**config.mk**
```make
export PLATFORM = sky130hd
export DESIGN_NAME = hazard_control_unit
export DESIGN_NICKNAME = d
export VERILOG_FILES = /design/src/rtl/hazard_control_unit_pkg.sv /design/src/rtl/hazard_control_unit_fwd_select.sv /design/src/rtl/hazard_control_unit.sv
export SDC_FILE = /design/constraint.sdc
export NUM_CORES = 1
export LEC_CHECK = 0
export CORE_ASPECT_RATIO = 0.7
export CORE_MARGIN = 2
export CORE_UTILIZATION = 35
export DETAILED_ROUTE_END_ITERATION = 6
export REMOVE_ABC_BUFFERS = 1
export SLEW_MARGIN = 20
export SYNTH_ARGS = -nofsm -noshare
export SYNTH_HDL_FRONTEND = slang
export SYNTH_HIERARCHICAL = 1
export SYNTH_SLANG_ARGS = --single-unit
export TNS_END_PERCENT = 10
```
**constraint.sdc**
```tcl
create_clock -name clk -period 2.64 [get_ports clk]
set_input_delay 0.66 -clock clk [delete_from_list [all_inputs] [get_ports clk]]
set_output_delay 0.66 -clock clk [all_outputs]
set_load 0.05 [all_outputs]
```
**src/rtl/hazard_control_unit_pkg.sv**
```systemverilog
`default_nettype none
// +-----------------------------------------------------------------------------+
// | Module : hazard_control_unit_pkg                                            |
// | Brief  : Forwarding-select codes and FSM state encoding for the hazard unit |
// | Rev    : 1.0  initial release                                               |
// +-----------------------------------------------------------------------------+
package hazard_control_unit_pkg;

  localparam logic [1:0] c_FWD_RF  = 2'b00;
  localparam logic [1:0] c_FWD_EX  = 2'b01;
  localparam logic [1:0] c_FWD_MEM = 2'b10;
  localparam logic [1:0] c_FWD_WB  = 2'b11;

  typedef enum logic [1:0] {
    S_BOOT  = 2'd0,
    S_RUN   = 2'd1,
    S_STALL = 2'd2,
    S_FLUSH = 2'd3
  } state_t;

endpackage
`default_nettype wire

```
**src/rtl/hazard_control_unit_fwd_select.sv**
```systemverilog
`default_nettype none
// +-----------------------------------------------------------------------------+
// | Module : fwd_select                                                         |
// | Brief  : Per-operand forwarding mux select from the shadow EX/MEM/WB stages |
// | Rev    : 1.0  initial release                                               |
// +-----------------------------------------------------------------------------+
module fwd_select #(
  parameter int REG_W  = 4,
  parameter int PC_REG = 15
) (
  input  logic [REG_W-1:0] i_src,
  input  logic             i_use,
  input  logic [REG_W-1:0] i_ex_rd,
  input  logic             i_ex_we,
  input  logic             i_ex_load,
  input  logic [REG_W-1:0] i_mem_rd,
  input  logic             i_mem_we,
  input  logic [REG_W-1:0] i_wb_rd,
  input  logic             i_wb_we,
  output logic [1:0]       o_sel
);
  import hazard_control_unit_pkg::*;

  localparam logic [REG_W-1:0] c_PC = REG_W'(PC_REG);

  logic w_active;
  assign w_active = i_use && (i_src != c_PC);

  // Youngest producer wins; a load still in EX has no data yet, so it never selects EX.
  always_comb begin
    o_sel = c_FWD_RF;
    if (w_active) begin
      if (i_ex_we && !i_ex_load && (i_ex_rd == i_src))
        o_sel = c_FWD_EX;
      else if (i_mem_we && (i_mem_rd == i_src))
        o_sel = c_FWD_MEM;
      else if (i_wb_we && (i_wb_rd == i_src))
        o_sel = c_FWD_WB;
    end
  end

endmodule
`default_nettype wire

```
**src/rtl/hazard_control_unit.sv**
```systemverilog
`default_nettype none
// +-----------------------------------------------------------------------------+
// | Module : hazard_control_unit                                                |
// | Brief  : 5-stage pipeline sequencer: stalls, branch flush, operand forwarding|
// | Rev    : 1.0  initial release                                               |
// +-----------------------------------------------------------------------------+
module hazard_control_unit #(
  parameter int REG_W  = 4,
  parameter int PC_REG = 15,
  parameter int CNT_W  = 16
) (
  input  logic             clk,
  input  logic             reset,
  input  logic [REG_W-1:0] id_ra,
  input  logic [REG_W-1:0] id_rb,
  input  logic [REG_W-1:0] id_rd,
  input  logic             id_use_a,
  input  logic             id_use_b,
  input  logic             id_use_d,
  input  logic             id_rf_en,
  input  logic             id_load,
  input  logic             ex_branch,
  output logic             pc_le,
  output logic             if_id_le,
  output logic             if_id_flush,
  output logic             nop_sel,
  output logic [1:0]       fwd_a,
  output logic [1:0]       fwd_b,
  output logic [1:0]       fwd_d,
  output logic [CNT_W-1:0] stall_cnt,
  output logic [CNT_W-1:0] flush_cnt
);
  import hazard_control_unit_pkg::*;

  localparam logic [REG_W-1:0] c_PC      = REG_W'(PC_REG);
  localparam logic [CNT_W-1:0] c_CNT_MAX = '1;

  state_t           r_state;
  state_t           w_state_nxt;
  logic [REG_W-1:0] r_ex_rd, r_mem_rd, r_wb_rd;
  logic             r_ex_we, r_ex_load, r_mem_we, r_wb_we;
  logic [CNT_W-1:0] r_stall_cnt, r_flush_cnt;

  logic w_load_use, w_pc_le, w_if_id_le, w_flush, w_nop, w_stall_inc, w_flush_inc;

  assign w_load_use = r_ex_load && r_ex_we && (r_ex_rd != c_PC) &&
                      ((id_use_a && (id_ra == r_ex_rd)) ||
                       (id_use_b && (id_rb == r_ex_rd)) ||
                       (id_use_d && (id_rd == r_ex_rd)));

  always_comb begin
    w_pc_le     = 1'b1;
    w_if_id_le  = 1'b1;
    w_flush     = 1'b0;
    w_nop       = 1'b0;
    w_stall_inc = 1'b0;
    w_flush_inc = 1'b0;
    w_state_nxt = S_RUN;
    case (r_state)
      // FLUSH squashes the wrong-path slot; EX holds a bubble so ex_branch is meaningless here.
      S_BOOT, S_FLUSH: w_nop = 1'b1;
      default: begin
        if (ex_branch) begin
          w_flush     = 1'b1;
          w_nop       = 1'b1;
          w_flush_inc = 1'b1;
          w_state_nxt = S_FLUSH;
        end else if (w_load_use) begin
          w_pc_le     = 1'b0;
          w_if_id_le  = 1'b0;
          w_nop       = 1'b1;
          w_stall_inc = 1'b1;
          w_state_nxt = S_STALL;
        end
      end
    endcase
  end

  // While reset is held the control outputs sit at their safe values, independent of the clock.
  assign pc_le       = reset & w_pc_le;
  assign if_id_le    = reset & w_if_id_le;
  assign if_id_flush = ~reset | w_flush;
  assign nop_sel     = ~reset | w_nop;
  assign stall_cnt   = r_stall_cnt;
  assign flush_cnt   = r_flush_cnt;

  always_ff @(posedge clk or negedge reset) begin
    if (!reset) begin
      r_state     <= S_BOOT;
      r_ex_rd     <= '0;
      r_ex_we     <= 1'b0;
      r_ex_load   <= 1'b0;
      r_mem_rd    <= '0;
      r_mem_we    <= 1'b0;
      r_wb_rd     <= '0;
      r_wb_we     <= 1'b0;
      r_stall_cnt <= '0;
      r_flush_cnt <= '0;
    end else begin
      r_state   <= w_state_nxt;
      r_wb_rd   <= r_mem_rd;
      r_wb_we   <= r_mem_we;
      r_mem_rd  <= r_ex_rd;
      r_mem_we  <= r_ex_we;
      r_ex_rd   <= w_nop ? '0 : id_rd;
      r_ex_we   <= w_nop ? 1'b0 : id_rf_en;
      r_ex_load <= w_nop ? 1'b0 : id_load;
      if (w_stall_inc && (r_stall_cnt != c_CNT_MAX))
        r_stall_cnt <= r_stall_cnt + CNT_W'(1);
      if (w_flush_inc && (r_flush_cnt != c_CNT_MAX))
        r_flush_cnt <= r_flush_cnt + CNT_W'(1);
    end
  end

  fwd_select #(.REG_W(REG_W), .PC_REG(PC_REG)) u_fwd_a (
    .i_src(id_ra), .i_use(id_use_a),
    .i_ex_rd(r_ex_rd), .i_ex_we(r_ex_we), .i_ex_load(r_ex_load),
    .i_mem_rd(r_mem_rd), .i_mem_we(r_mem_we),
    .i_wb_rd(r_wb_rd), .i_wb_we(r_wb_we),
    .o_sel(fwd_a)
  );

  fwd_select #(.REG_W(REG_W), .PC_REG(PC_REG)) u_fwd_b (
    .i_src(id_rb), .i_use(id_use_b),
    .i_ex_rd(r_ex_rd), .i_ex_we(r_ex_we), .i_ex_load(r_ex_load),
    .i_mem_rd(r_mem_rd), .i_mem_we(r_mem_we),
    .i_wb_rd(r_wb_rd), .i_wb_we(r_wb_we),
    .o_sel(fwd_b)
  );

  fwd_select #(.REG_W(REG_W), .PC_REG(PC_REG)) u_fwd_d (
    .i_src(id_rd), .i_use(id_use_d),
    .i_ex_rd(r_ex_rd), .i_ex_we(r_ex_we), .i_ex_load(r_ex_load),
    .i_mem_rd(r_mem_rd), .i_mem_we(r_mem_we),
    .i_wb_rd(r_wb_rd), .i_wb_we(r_wb_we),
    .o_sel(fwd_d)
  );

endmodule
`default_nettype wire
```
==> impl_metrics.json <==
{
  "status": "finished, violations left",
  "failed_checks": "negative setup slack",
  "synth_cell_types": 38,
  "portBuffers": 61,
  "cts_tree": "built",
  "p_int_mw": 1.63,
  "final_common_cell": "xor2_1",
  "syn_to_final_growth_pct": 49.2,
  "drc": 0,
  "fin_crit_ns": 2.66,
  "final_core_util_pct": 54.1,
  "cp.required_ns": 1.98,
  "dr.pass1.iters": 4,
  "chipHeight_microns": 79.8,
  "switching_share_pct": 30.9,
  "dpl.hpwl_microns": 5380,
  "ys_ff_latch": 50,
  "finalWorstSetupSlack_ns": -0.0224,
  "cts.htree.levels": 2,
  "nNetsFinal": 400,
  "wl_per_cell_microns": 15.7,
  "crit_arrival_ns": 2.00,
  "grt_pass1_vias": 2480,
  "ys.flop_type": "dfrtp_1",
  "relSlewSlack_pct": 65.5,
  "yosysTopAreaCellShare_pct": 43.6,
  "hold_viol_final": 0,
  "total_power_mw": 2.36,
  "clockPowerShare_pct": 35.5,
  "rr_startpoint": "r_ex_rd[1]$_DFF_PN0_",
  "synth_top_area_cell": "dfrtp_1",
  "fin_crit_sh_pct": 101,
  "antenna_found_initial": 0,
  "cts_buffer_depth": 2,
  "endpoint_kind": "output pin",
  "final_cell_area_sq_um": 4280,
  "rrSetupSlack_ns": 0.47,
  "holdCritPathClass": "in2async",
  "via_count": 2398,
  "antenna_cells": 0,
  "grt_pass1_wl_microns": 12300,
  "dp_cells": 465,
  "numCtsBuffers": 5,
  "io_pins": 62,
  "setup_viol": 3,
  "syn-mean-instance-area_sq_um": 10.3,
  "final_cell_mix": "xor2_1, dfrtp_1, clkdlybuf4s50_1, buf_4, nand2_1",
  "die_w_microns": 112,
  "drive_gt1_share_pct": 30.1,
  "rsz0062_at_grt": "yes",
  "setup.worst_path.class": "reg2out",
  "viasPerCell": 5.00,
  "grt_max_degree": 27,
  "startpoint_type": "flip-flop",
  "postCtsHoldBufs": 0,
  "fin_skew_ns": 0.00535,
  "r2r_end": "stall_cnt[5]$_DFFE_PN0P_",
  "synth_edf_count": 0,
  "track_usage_pct": 17.2,
  "num_rows": 27,
  "synthArstFlopShare_pct": 100,
  "tightestPinTransition_ns": 0.516,
  "yosys_warnings": 6,
  "leakagePower_nw": 1.94,
  "maxCapViolCount": 0,
  "fmax_ghz": 0.376,
  "r2r_cells": 8,
  "place_area_sq_um": 3890,
  "ys_seq_area_share_pct": 43.6,
  "core_area_sq_um": 7910,
  "p_sw_mw": 0.730,
  "drv_slew": 0,
  "cts_sinks": 50,
  "synth_area_leaders": "dfrtp_1, xor2_1, xnor2_1",
  "instances_no_fill": 480,
  "start_util_pct": 36.3,
  "insertion_delay_ns": 0.29,
  "irDropWorstVdd_v": 0.000693,
  "netlist_area_sq_um": 2870,
  "ant_nets": 0,
  "path_clk_slew_ns": 0.06,
  "pwr-share-comb_pct": 25.4,
  "path_max_fanout": 7,
  "drt_iter0_drc": 112,
  "synthCells": 278,
  "die-area_sq_um": 8950,
  "overflow": 0,
  "place_congestion": 0.818,
  "p_seq_share_pct": 39.1,
  "power.density_nw_per_um2": 552,
  "wirelength_microns": 7530,
  "root_buffer": "clkbuf_16"
}
layout make-up:
class                      count  area (sq um)
fill                         707          3620
multi-input combinational    220          1770
sequential                    50          1260
timing repair buffer          95           903
clock buffer                   6           139
tap                          101           126
clock inverter                 2          60.1
inverter                       6          22.5
critical path, cell delays in order, from the launching register on:
cell	delay, ns
dfrtp_2	0.51
xor2_2	0.27
nor4_4	0.08
buf_4	0.16
o31ai_4	0.32
and2_4	0.23
buf_12	0.14
registers in the layout (all words and copies together), names as in the netlist:
register and cells:
r_wb_rd 4, r_ex_we 1, flush_cnt 16, r_state 2, r_mem_we 1, r_ex_rd 4
stall_cnt 16, r_ex_load 1, r_mem_rd 4, r_wb_we 1
layer usage:
metal  vias to the layer above  share of wire, %  global-route usage [%]
met5                         -                 0                       0
met4                         0              0.78                    3.05
met3                         6               5.2                    3.49
met2                        65                45                    26.8
met1                      1173                49                    25.0
li1                       1154                 -                       -
logic make-up after synthesis:
group,Yosys count,synth area share [%]
and+or+nand+nor,119,23.7
xor gates and xnor gates,78,23.8
DFF,50,43.6
AOI/OAI and AO/OA,19,5.89
buffers and inverters,8,1.22
muxes,2,0.916
adders and majority gates,2,0.872
stage by stage:
step	hold slack, ns	setup slack (ns)	TNS (ns)
floorplan	0.364	-0.650	-1.30
global placement	0.439	-0.617	-3.85
detailed placement	0.419	-0.619	-4.00
CTS	0.319	-0.0193	-0.0193
global route	0.330	-0.0913	-0.257
finish	0.317	-0.0224	-0.0441
synth_stat cells, types with 2 or more instances:
cell      instances
a21boi_0          3
a41oi_1           4
and2_1            8
and3_1            5
dfrtp_1          50
ha_1              2
inv_1             6
nand2_1          24
nand3_1          16
nand4_1          12
nor2_1           17
nor3_1           14
nor3_2            3
nor3b_1           4
nor4_2            6
o21a_1            4
o21ai_1           3
xnor2_1          21
xor2_1           57
worst max-delay path by stage:
| stage | from | to | slack, ns |
|---|---|---|---|
| floorplan | id_rd[0] | if_id_le | -0.65 |
| global placement | id_rd[1] | pc_le | -0.62 |
| detailed placement | id_rd[1] | pc_le | -0.62 |
| CTS | r_ex_rd[2]$_DFF_PN0_ | nop_sel | -0.02 |
| global route | r_ex_rd[0]$_DFF_PN0_ | pc_le | -0.09 |
| finish | r_ex_rd[1]$_DFF_PN0_ | pc_le | -0.02 |
power by group through the flow:
stage | Sequential (mW) | Clock (mW) | Combinational, mW
finish | 0.924 | 0.838 | 0.600
global route | 0.934 | 0.893 | 0.643
CTS | 0.923 | 0.858 | 0.581
detailed placement | 0.929 | 0 | 0.564
global placement | 0.931 | 0 | 0.554
floorplan | 1.06 | 0 | 0.176
repair_timing:
action | in CTS | in global routing
resized for setup | 59 | 24
setup buffers | 4 | 7
pin swaps | 14 | 17
endpoints found under the setup margin | 9 | 8
(Power assumes the default switching activity.)
==> variant 1: new RTL, config.mk and constraints unchanged <==
Encoding of `state_t`: now one-hot (4 bits for 4 states).
--- a/src/rtl/hazard_control_unit_pkg.sv
+++ b/src/rtl/hazard_control_unit_pkg.sv
@@ -11,11 +11,11 @@
   localparam logic [1:0] c_FWD_MEM = 2'b10;
   localparam logic [1:0] c_FWD_WB  = 2'b11;
 
-  typedef enum logic [1:0] {
-    S_BOOT  = 2'd0,
-    S_RUN   = 2'd1,
-    S_STALL = 2'd2,
-    S_FLUSH = 2'd3
+  typedef enum logic [3:0] {
+    S_BOOT  = 4'b0001,
+    S_RUN   = 4'b0010,
+    S_STALL = 4'b0100,
+    S_FLUSH = 4'b1000
   } state_t;
 
 endpackage
Behaviour: no difference found for any inputs over 10 cycles, from zero or initial values and one cycle with reset low; not proved beyond that.
==> variant 1 against the unedited design <==
- design area down 0.94%
- sequential cell count up 2
- power down 0.21%
- clock skew up 0.60 ps
- wire length down 7.9%
- utilization down 0.51 points
- synthesized area about the same
- global-route usage down 1.1 points
- clock power down 12%
- setup slack better by 40 ps
- maximum frequency up 1.5%
- die area about the same
- largest power group unchanged
==> variant 1: results <==
{
  "synth_area_leaders": "dfrtp_1, xor2_1, xnor2_1",
  "p_leak_nw": 1.93,
  "placed_cell_area_um2": 3890,
  "port_buffers": 61,
  "dp_hpwl_um": 5240,
  "nNetsFinal": 389,
  "grt_pass1_wl_um": 11300,
  "numCtsBuffers": 5,
  "htree_levels": 2,
  "yosys-top-cells-count": "dfrtp_1, xor2_1, xnor2_1, nand2_1, nand3_1",
  "clk_latency_ps": 290,
  "synth.distinct_cells": 41,
  "ff2ff_path_depth": 9,
  "final_layout_size_suffix_gt1_share_pct": 24.7,
  "firstDrtPassIters": 4,
  "fin_ws_ps": 17.2,
  "ys_seq_area_share_pct": 45.4,
  "tightest_slew_ps": 503,
  "clockRootBuffer": "clkbuf_16",
  "cp.arrival_ps": 1960,
  "drtIter0Drc": 88,
  "grt_max_degree": 24,
  "drt-wirelength-per-cell_um": 14.8,
  "path_clk_slew_ps": 60,
  "status": "finished, final reports clean",
  "peakVddDrop_v": 0.000501,
  "fillers": 732,
  "skew_ps": 5.94,
  "via_per_inst": 4.96,
  "yosysWarnings": 6,
  "grt.total_usage_pct": 16.1,
  "hold_path_class": "in2async",
  "pre_cts_slack_ps": -333,
  "grt_antenna_before_repair": 0,
  "synthArstFlopShare_pct": 100,
  "place_congestion": 0.814,
  "crit_fanout": 4,
  "final_cell_area_um2": 4240,
  "first_global_vias": 2202,
  "clk_path_buf_depth": 2,
  "diodes": 0
}
variant 1: final cells by class:
class	count	share of cell area, %
clock buffer	5	2.95
inverter	6	0.531
sequential	52	30.8
multi-input combinational	209	39.3
clock inverter	3	1.09
timing repair buffer	93	22.3
tap	101	2.98
variant 1: timing repair:
item	4_1_cts	5_1_grt
pin swaps	12	11
hold buffers	0	0
endpoints found under the setup margin	9	9
setup buffers	2	3
resized for setup	33	29
variant 1: cell families after synthesis:
group / synth area share (%)
other: 0.131
xor gates and xnor gates: 23.2
DFF: 45.4
and+or+nand+nor: 20.6
buffers and inverters: 1.22
AOI/OAI and AO/OA: 7.45
adders and majority gates: 0.872
muxes: 1.18
variant 1: where the power goes:
group	switching [mW]	total (mW)	internal, mW
logic	0.381	0.647	0.266
clock network	0.289	0.740	0.450
registers	0.104	0.970	0.866
variant 1: metal layers:
metal / up-vias / track usage, % / part of all wire (%)
li1: 1134 / - / -
met1: 1121 / 24.1 / 51
met2: 60 / 22.7 / 42
met3: 11 / 4.33 / 5.7
met4: 0 / 4.15 / 1.3
met5: - / 0 / 0
variant 1: final timing paths:
| check | slack (ps) | end | start |
|---|---|---|---|
| setup / recovery | 20 | fwd_b[0] | id_rb[0] |
| hold / removal | 190 | r_mem_we$_DFF_PN0_ | reset |
| setup reg to reg | 340 | stall_cnt[1]$_DFFE_PN0P_ | r_ex_rd[0]$_DFF_PN0_ |
| hold reg to reg | 440 | r_wb_we$_DFF_PN0_ | r_mem_we$_DFF_PN0_ |
| max in group asynchronous | 1940 | r_ex_rd[2]$_DFF_PN0_ | reset |
| min in group clk | 440 | r_wb_we$_DFF_PN0_ | r_mem_we$_DFF_PN0_ |
variant 1: metrics by stage:
stage,power (mW),hold slack (ps),std cells
after global placement,1.59,439,456
after global routing,2.47,182,469
after detailed placement,1.60,438,456
after floorplan,1.33,364,267
after CTS,2.37,180,466
final,2.36,189,469
variant 1: critical path, cell delays in order:
cell and delay [ps]:
clkdlybuf4s15_1 210, buf_4 180, xor2_1 150, nor3_1 340, nand3_1 150, o21ai_2 110, buf_12 160
==> variant 2: new RTL, same flow settings <==
Without the edit above. `REG_W` is set to 4 in 2 places; all go to 3.
--- a/src/rtl/hazard_control_unit_fwd_select.sv
+++ b/src/rtl/hazard_control_unit_fwd_select.sv
@@ -5,7 +5,7 @@
 // | Rev    : 1.0  initial release                                               |
 // +-----------------------------------------------------------------------------+
 module fwd_select #(
-  parameter int REG_W  = 4,
+  parameter int REG_W  = 3,
   parameter int PC_REG = 15
 ) (
   input  logic [REG_W-1:0] i_src,
--- a/src/rtl/hazard_control_unit.sv
+++ b/src/rtl/hazard_control_unit.sv
@@ -5,7 +5,7 @@
 // | Rev    : 1.0  initial release                                               |
 // +-----------------------------------------------------------------------------+
 module hazard_control_unit #(
-  parameter int REG_W  = 4,
+  parameter int REG_W  = 3,
   parameter int PC_REG = 15,
   parameter int CNT_W  = 16
 ) (
Interface: changed (resized id_ra, id_rb and id_rd); port bits go from 62 to 59. No check against the original RTL was run, so the function may have changed too.
==> variant 2 against the unedited design <==
- critical path depth increased by 1
- synthesized cell count is 15% lower
- largest power group unchanged
- first-iteration DRC count down 33%
- power down 21%
- sequential power is 6.8% lower
- worst hold slack gained 85 ps
- design area fell by 15%
- wire length shrank 20%
- setup slack improved by 50 ps
- register-to-register slack better by 70 ps
- sequential cell count fell by 3
- synthesized area decreased by 12%
- largest cell class unchanged
==> variant 2: results <==
{
  "status": "finished, final reports clean",
  "ff2ff_path_depth": 6,
  "skew_ps": 8.85,
  "dp_hpwl_um": 4540,
  "synth_flop_cell": "dfrtp_1",
  "htree_levels": 2,
  "clockRootBuffer": "clkbuf_8",
  "final_layout_size_suffix_gt1_share_pct": 24.1,
  "ys_seq_area_share_pct": 46.5,
  "grtUsageMet2_pct": 25.4,
  "relSlewSlack_pct": 63.1,
  "finalPower_mw": 1.86,
  "synthArstFlopShare_pct": 100,
  "stdcell_count": 418,
  "grt_use_met1_pct": 23.5,
  "grt_antenna_before_repair": 0,
  "firstDrtPassIters": 4,
  "peakVddDrop_v": 0.000378,
  "comb_cell_power_mw": 0.536,
  "crit_fanout": 5,
  "place_congestion": 0.791,
  "port_buffers": 58,
  "path_clk_slew_ps": 90,
  "via_per_inst": 4.97,
  "drt-wirelength-per-cell_um": 14.3,
  "grt_pass1_wl_um": 9990,
  "yosysWarnings": 6,
  "cpPeakStageDelay_ps": 250,
  "swShare_pct": 34.6,
  "avgSynthCellArea_um2": 10.7,
  "nNetsFinal": 342,
  "synth.distinct_cells": 32,
  "numCtsBuffers": 5,
  "drtIter0Drc": 75,
  "grt_max_degree": 20,
  "synth_area_leaders": "dfrtp_1, xnor2_1, nand4_1",
  "clk_path_buf_depth": 2,
  "clk_latency_ps": 300,
  "grt_use_met3_pct": 3.55,
  "dp.cells": 409,
  "gr-total-overflow": 0,
  "clockPowerShare_pct": 24.8,
  "p_leak_nw": 1.49,
  "first_global_vias": 2052,
  "cp.arrival_ps": 1950,
  "fillers": 640,
  "yosys-top-cells-count": "xnor2_1, dfrtp_1, nand4_1, nand3_1, nand2_1",
  "diodes": 0,
  "critical_path.slowest_cell": "dlygate4sd2_1",
  "hold_path_class": "in2async",
  "grt.total_usage_pct": 16.1
}
variant 2: cell count changes after synthesis, moves of 6 or more:
| cell | before | now |
|---|---|---|
| nand4_1 | 12 | 24 |
| nand2_1 | 24 | 17 |
| xnor2_1 | 21 | 53 |
| nor3_1 | 14 | 6 |
| nor2_1 | 17 | 10 |
| xor2_1 | 57 | 13 |
| nor4_2 | 6 | 0 |
variant 2: final timing paths:
check / from / end / slack (ps)
max: id_rd[1] / fwd_d[0] / 30
min: reset / flush_cnt[3]$_DFFE_PN0P_ / 400
max reg2reg: r_ex_rd[0]$_DFF_PN0_ / stall_cnt[14]$_DFFE_PN0P_ / 540
min reg2reg: r_mem_we$_DFF_PN0_ / r_wb_we$_DFF_PN0_ / 490
max in group asynchronous: reset / r_ex_rd[2]$_DFF_PN0_ / 1990
min in group clk: r_mem_we$_DFF_PN0_ / r_wb_we$_DFF_PN0_ / 490
variant 2: metrics by stage:
step                instance area [um^2]  setup TNS, ps  setup WS [ps]
global route                        3650          -18.0          -13.9
floorplan                           2500          -1530           -525
CTS                                 3590              0           11.9
detailed placement                  3450          -1570           -200
global placement                    3450          -1380           -201
finish                              3650              0           27.6
variant 2: kinds of logic after synthesis:
family / Yosys count / synth area share [%]
buffers and inverters: 6 / 1.34
flip-flops: 47 / 46.5
adder cells (fa/ha/maj): 2 / 0.989
XOR/XNOR: 66 / 22.8
multiplexers: 3 / 1.34
AO/OA/AOI/OAI: 11 / 4.75
AND/OR/NAND/NOR: 102 / 22.3
variant 2: timing repair:
| action | in CTS | in global routing |
|---|---|---|
| setup buffers | 1 | 0 |
| cloned | 0 | 0 |
| pin swaps | 8 | 15 |
| gates resized for setup | 22 | 26 |
| endpoints found under the setup margin | 9 | 9 |
variant 2: area by class of cell:
class | count | area share, %
clock buffers | 6 | 2.26
clock inverters | 2 | 0.446
inverters | 2 | 0.206
multi-input cells | 184 | 38.8
flip-flops and latches | 47 | 32.3
well taps | 94 | 3.22
repair buffers | 83 | 22.7
variant 2: per-layer routing:
metal / part of all wire [%] / vias up / wire length (um)
met3: 4.6 / 4 / 274
met2: 44 / 46 / 2630
met5: 0 / - / 0
met4: 0.62 / 0 / 37
li1: - / 1004 / -
met1: 51 / 1022 / 3050
variant 2: worst max-delay path: cells and delay by family:
| family | cells | cell delay [ps] |
|---|---|---|
| compound gates | 1 | 210 |
| xor+xnor | 1 | 160 |
| buf+inv | 3 | 570 |
| simple gates | 2 | 360 |
